$ cat src/rtl/hh_step_sequencer.sv
// Hodgkin-Huxley per-step controller: gate handshake, channel currents, V update.
// Optional leak channel enabled by defining HH_LEAK_EN.
module hh_step_sequencer #(
  parameter logic [15:0] G_NA      = 16'h7800,
  parameter logic [15:0] G_K       = 16'h2400,
  parameter logic [15:0] G_L       = 16'h004D,
  parameter logic [15:0] E_NA      = 16'h3200,
  parameter logic [15:0] E_K       = 16'hB300,
  parameter logic [15:0] E_L       = 16'hC99A,
  parameter logic [15:0] V_REST    = 16'hBF00,
  parameter logic [15:0] DT_OVER_C = 16'h0010,
  parameter int          GATE_TIMEOUT = 64
) (
  input  logic        clk,
  input  logic        rst,
  input  logic        step_req,
  output logic        step_ready,
  input  logic [15:0] i_ext,
  output logic        gate_start,
  input  logic        gate_done,
  input  logic [15:0] m,
  input  logic [15:0] h,
  input  logic [15:0] n,
  output logic [15:0] v_out,
  output logic [15:0] i_na,
  output logic [15:0] i_k,
  output logic [15:0] i_l,
  output logic        v_valid,
  output logic        err
);

  localparam int TW = $clog2(GATE_TIMEOUT + 1);
  localparam logic [TW-1:0] TMO_LAST = TW'(GATE_TIMEOUT - 1);

  typedef enum logic [3:0] {
    S_IDLE, S_GATE, S_NA1, S_NA2, S_NA3,
    S_K1, S_K2, S_L1, S_SUM, S_VUPD, S_DONE
  } state_t;

  state_t r_state;
  state_t w_next;

  logic [TW-1:0] r_tmo;
  logic          r_err;
  logic [15:0]   r_v;
  logic [15:0]   r_ina;
  logic [15:0]   r_ik;
  logic [15:0]   r_ext;
  logic [15:0]   r_m;
  logic [15:0]   r_h;
  logic [15:0]   r_n;
  logic [15:0]   r_prod;
  logic [15:0]   r_acc;
  logic [15:0]   w_il;
  logic [15:0]   w_ma;
  logic [15:0]   w_mb;
  logic [15:0]   w_mres;
  logic          w_tmo;

  // Q8.8 product: keep [23:8] of the 32b result, clamp on overflow
  function automatic logic [15:0] f_mul(
    input logic signed [15:0] a,
    input logic signed [15:0] b
  );
    logic signed [31:0] p;
    logic signed [31:0] q;
    p = 32'(a) * 32'(b);
    q = p >>> 8;
    if (q[31:15] == {17{q[31]}})
      f_mul = q[15:0];
    else
      f_mul = q[31] ? 16'h8000 : 16'h7FFF;
  endfunction

  function automatic logic [15:0] f_sat(input logic signed [16:0] s);
    if (s[16] != s[15])
      f_sat = s[16] ? 16'h8000 : 16'h7FFF;
    else
      f_sat = s[15:0];
  endfunction

  function automatic logic [15:0] f_add(
    input logic signed [15:0] a,
    input logic signed [15:0] b
  );
    f_add = f_sat(17'(a) + 17'(b));
  endfunction

  function automatic logic [15:0] f_sub(
    input logic signed [15:0] a,
    input logic signed [15:0] b
  );
    f_sub = f_sat(17'(a) - 17'(b));
  endfunction

`ifdef HH_LEAK_EN
  logic [15:0] r_il;
  assign w_il = r_il;
`else
  assign w_il = '0;
`endif

  assign w_tmo = (r_state == S_GATE) && !gate_done && (r_tmo == TMO_LAST);

  // Operand select for the single shared multiplier
  always_comb begin
    w_ma = '0;
    w_mb = '0;
    case (r_state)
      S_NA1:   begin w_ma = G_NA;      w_mb = r_m; end
      S_NA2:   begin w_ma = r_prod;    w_mb = r_h; end
      S_NA3:   begin w_ma = r_prod;    w_mb = f_sub(r_v, E_NA); end
      S_K1:    begin w_ma = G_K;       w_mb = r_n; end
      S_K2:    begin w_ma = r_prod;    w_mb = f_sub(r_v, E_K); end
      S_L1:    begin w_ma = G_L;       w_mb = f_sub(r_v, E_L); end
      S_VUPD:  begin w_ma = DT_OVER_C; w_mb = r_acc; end
      default: ;
    endcase
  end

  assign w_mres = f_mul(w_ma, w_mb);

  always_ff @(posedge clk or posedge rst) begin
    if (rst)
      r_state <= S_IDLE;
    else
      r_state <= w_next;
  end

  always_comb begin
    w_next = r_state;
    case (r_state)
      S_IDLE: if (step_req) w_next = S_GATE;
      S_GATE: begin
        if (gate_done)
          w_next = S_NA1;
        else if (r_tmo == TMO_LAST)
          w_next = S_IDLE;
      end
      S_NA1:  w_next = S_NA2;
      S_NA2:  w_next = S_NA3;
      S_NA3:  w_next = S_K1;
      S_K1:   w_next = S_K2;
`ifdef HH_LEAK_EN
      S_K2:   w_next = S_L1;
`else
      S_K2:   w_next = S_SUM;
`endif
      S_L1:   w_next = S_SUM;
      S_SUM:  w_next = S_VUPD;
      S_VUPD: w_next = S_DONE;
      S_DONE: w_next = S_IDLE;
      default: w_next = S_IDLE;
    endcase
  end

  always_comb begin
    step_ready = (r_state == S_IDLE);
    gate_start = (r_state == S_GATE) && (r_tmo == '0);
    v_valid    = (r_state == S_DONE);
  end

  always_ff @(posedge clk or posedge rst) begin
    if (rst) begin
      r_tmo  <= '0;
      r_err  <= 1'b0;
      r_v    <= V_REST;
      r_ina  <= '0;
      r_ik   <= '0;
      r_ext  <= '0;
      r_m    <= '0;
      r_h    <= '0;
      r_n    <= '0;
      r_prod <= '0;
      r_acc  <= '0;
`ifdef HH_LEAK_EN
      r_il   <= '0;
`endif
    end else begin
      r_err <= w_tmo;
      r_tmo <= (r_state == S_GATE) ? r_tmo + 1'b1 : '0;
      case (r_state)
        S_IDLE: if (step_req) r_ext <= i_ext;
        S_GATE: begin
          if (gate_done) begin
            r_m <= m;
            r_h <= h;
            r_n <= n;
          end
        end
        S_NA1, S_NA2, S_K1: r_prod <= w_mres;
        S_NA3: r_ina <= w_mres;
        S_K2:  r_ik  <= w_mres;
`ifdef HH_LEAK_EN
        S_L1:  r_il  <= w_mres;
`endif
        S_SUM: r_acc <= f_sub(f_sub(f_sub(r_ext, r_ina), r_ik), w_il);
        S_VUPD: r_v <= f_add(r_v, w_mres);
        default: ;
      endcase
    end
  end

  assign v_out = r_v;
  assign i_na  = r_ina;
  assign i_k   = r_ik;
  assign i_l   = w_il;
  assign err   = r_err;

endmodule

$ cat config.mk
export PLATFORM = sky130hd
export DESIGN_NAME = hh_step_sequencer
export DESIGN_NICKNAME = d
export VERILOG_FILES = /design/src/rtl/hh_step_sequencer.sv
export SDC_FILE = /design/constraint.sdc
export NUM_CORES = 1
export LEC_CHECK = 0
export CAP_MARGIN = 20
export CORE_UTILIZATION = 50
export DETAILED_ROUTE_END_ITERATION = 8
export PLACE_DENSITY = 0.79
export SLEW_MARGIN = 20
export SYNTH_ARGS = -nofsm -noshare
export SYNTH_HDL_FRONTEND = slang
export SYNTH_SLANG_ARGS = --single-unit
$ cat constraint.sdc
create_clock -name clk -period 14.5 [get_ports clk]
set_input_delay 2.9 -clock clk [delete_from_list [all_inputs] [get_ports clk]]
set_output_delay 2.9 -clock clk [all_outputs]
set_load 0.02 [all_outputs]
==> impl.org <==
** Timing
- Setup violations remaining at the end of the flow were counted as 0.
- Slew Limit Fails :: 0
- Across the routed clock network, the largest skew measured is ~0.0099 ns.
- Peak Freq :: ~73 MHz
- In this run the tightest slew margin relative to its limit is 25.1%.
- The final critical path takes up 94.8% of the cycle.
- Slew at the pin closest to its max-slew limit :: 1.12 ns
- Final period demand of the worst path :: 13.75 ns
- The number of failing hold endpoints at the final stage was 0.
- Hold timing on the final database bottoms out at a slack of 0.486 ns.

** Clocking
- The number of clock buffers added by TritonCTS is 17.
- TritonCTS sink count :: 156
- Clock tree from TritonCTS :: yes
- The H-tree was split into 4 levels.
- Clock insertion delay at the later pin of the skew report :: about 0.44 ns
- Library cell used as clock root buffer :: sky130_fd_sc_hd__clkbuf_16
- Clock slew seen by the registers of the worst setup and hold paths :: 0.07 ns
- Clock tree buffer depth :: 2

** Routing
- The count of nets left with antenna violations once routing finished came out at 0.
- Total number of vias :: 17.1k
- The first detailed-routing pass ran for 6 iterations.
- For this run, design rule violations remaining after detail routing come to 0.
- In the final routed layout, each cell accounts on average for a little over 20 µm.
- Using the TritonRoute via totals, the vias-per-cell ratio works out to a little under 6.
- Detailed router's first-iteration violation count :: approximately 1.6k
- After detailed routing, the total wire length is 59,700 µm.

** Floorplan
- The die is 204 µm wide.
- After floorplanning, the core was sized to cover 40,000 µm².
- 136 I/O pins were placed.
- Initial Utilization :: 50.9%
- Row Count :: 73
- Total die area :: roughly 42,000 µm²
- Vert. Die Dim :: 204 µm

** Worst setup path
- Critical Path RT :: around 15 ns
- Register-to-register path setup slack :: 0.75 ns
- Element type at the critical path start :: flip-flop
- Crit end category :: flip-flop
- Data arrival, critical path :: about 14 ns
- Most frequent CP cell :: sky130_fd_sc_hd__fa_1
- The worst register-to-register path ends at v_out[0].
- CP max FO :: 15
- The critical path is of the reg -> reg type.
- The worst register-to-register path begins at v_out[1].
- For the worst flop-to-flop path, the logic depth is 58.
- Largest stage delay on the critical path :: just under 0.6 ns
- The slowest stage of the critical path is the sky130_fd_sc_hd__or4_4 cell.
- Following the worst setup path forward leads to its endpoint at v_out[0].
- In this run the worst setup path begins at v_out[1].

** Placed design
- Detailed placer's ending HPWL :: 46,500 µm
- Input and output buffers added on the ports amount to 119.
- At the end of routability-driven placement, the weighted congestion stood at 0.964.

** Yosys
- The synthesized netlist occupies a cell area of 20,400 µm².
- Summing the areas of all fa, ha and maj instances in the mapped netlist gives 35.7% of the synthesized area.
- Xor/xnor cell area share of the yosys netlist :: 3.95%
- Post-synthesis area per instance :: 8.90 µm²
- Number of cells produced by synthesis :: about 2.3k
- Number of flops mapped to enable cells by yosys :: 0
- Predominant post-synthesis flop cell :: sky130_fd_sc_hd__dfrtp_1
- sky130_fd_sc_hd__inv_1 is the most common cell in the netlist.
- Post-synth top area cell :: sky130_fd_sc_hd__fa_1
- Yosys top cell area share :: 26.0%
- Multiplexer cells account for 3.69% of the synthesized area.
- Share of flip-flops with an asynchronous set or reset :: 100%
- Sequential area share after synthesis :: 19.2%
- Number of distinct library cells after synthesis :: 88
- Simple-gate share of the synthesized area :: 14.7%
- Main area contributors after synthesis :: sky130_fd_sc_hd__fa_1 26%, sky130_fd_sc_hd__dfrtp_1 18%, sky130_fd_sc_hd__ha_1 8.6%
- Summing the areas of all compound-gate instances in the mapped netlist gives roughly an eighth of the synthesized area.
- Number of storage elements in the synthesis netlist :: 156
- By area, the combinational part of the netlist is dominated by adder cells.
- Yosys Warn Count :: 0
- By count the netlist is led by 380 x sky130_fd_sc_hd__inv_1, 265 x sky130_fd_sc_hd__fa_1, 230 x sky130_fd_sc_hd__nor2_1.

** Worst hold path
- Counting instances, the worst hold path has a depth of 2.
- Hold WC Path Type :: reg -> reg
- The startpoint identified for the worst hold timing path is r_acc[6].

** Global route
- Overall global routing resource usage :: 29.5%
- GRT overflow :: 0
- The first global-routing pass estimated 94,200 µm of wire.
- Number of global-route vias before repair :: around 17k
- The number of antenna violations at the first check in global routing came to 0.
- Entering global routing, the biggest net connects 83 pins.

** Finish
- Measured on the finished design, the core utilization comes to 57.3%.
- Layout filler cell count :: roughly 3.5k
- Final #Nets :: between 2k and 3k
- Share of cells above drive strength 1 :: between 8 and 9%
- Relative to the synthesized area, the layout overhead comes to 12.5%.
- Ant. Diodes :: 0

** Flow run
- Max-capacitance violation count :: 0

** Run status
- The run finished with clean final reports.
sequential cells by signal, summed over array words and instances (netlist names):
register / cells
i_na: 16
err: 1
r_prod: 16
r_tmo: 7
i_k: 16
r_acc: 16
r_m: 16
r_n: 16
r_ext: 16
r_state: 4
r_h: 16
v_out: 16
kinds of logic (layout without fill, tap and decap cells):
group,after synthesis,count (layout)
simple gates,650,650
buf+inv,486,587
fa+ha+maj,427,427
compound gates,411,411
flops,156,156
xor+xnor,91,91
mux,67,67
other cells,1,16
final cells by class:
| type | instances | area, µm² | share of cell area [%] |
|---|---|---|---|
| Clock buffer | 17 | 425 | 1.86 |
| Clock inverter | 15 | 153 | 0.666 |
| Inverter | 380 | 1430 | 6.24 |
| Multi-Input combinational cell | 1662 | 14700 | 64.1 |
| Sequential cell | 156 | 3910 | 17.1 |
| Tap cell | 525 | 657 | 2.87 |
| Timing Repair Buffer | 175 | 1650 | 7.20 |
critical path: cells and delay by family (launching register included):
family | cells | cell delay, ns
AO/OA/AOI/OAI | 24 | 4.84
adder cells (fa/ha/maj) | 11 | 4.49
AND/OR/NAND/NOR | 10 | 2.05
buffers and inverters | 10 | 1.33
flip-flops | 1 | 0.49
XOR/XNOR | 3 | 0.44
what timing repair did:
item,4_1_cts,5_1_grt
hold buffers,0,0
gates resized for setup,0,21
setup endpoints to repair,0,16
buffers inserted,0,8
worst min-delay path by stage:
stage | endpoint | slack (ns)
floorplan | r_acc[7] | 0.45
global placement | r_acc[7] | 0.46
detailed placement | r_acc[0] | 0.47
CTS | r_acc[0] | 0.49
global route | r_acc[2] | 0.51
finish | r_acc[6] | 0.49
routing by layer:
metal	share of wire, %	routed length [µm]	GRT usage, %	vias to the layer above
met5	0	0	0	-
met4	4.8	2870	12.8	0
met3	7.9	4740	4.61	174
met2	45	27000	45.1	779
met1	42	25100	41.5	8526
li1	-	-	-	7605
per-stage QoR:
step                      setup slack (ns)  TNS [ns]  cell area, µm²  instances
final                                0.752         0           22900       2930
after CTS                            0.150         0           22800       2921
after floorplan                      0.380         0           20400       2304
after detailed placement             0.196         0           22200       2889
after global placement               0.685         0           22200       2889
after global routing               -0.0301   -0.0358           22900       2930
cells in the final DEF, fill, tap and decap left out, drive strengths merged, types with 28 or more instances in the layout:
cell type,synthesis,routed
xor2,33,33
a21oi,90,90
a21o,28,28
ha,140,140
a31oi,48,48
clkdlybuf4s50,0,119
fa,265,265
inv,380,389
dfrtp,149,149
nand2,217,217
xnor2,58,58
nor2,230,230
buf,40,56
o21ai,112,112
nand2b,35,35
mux2,65,65
Power is not shown: default switching activity piles up to over one toggle a cycle in this logic, so the estimate is an artifact.
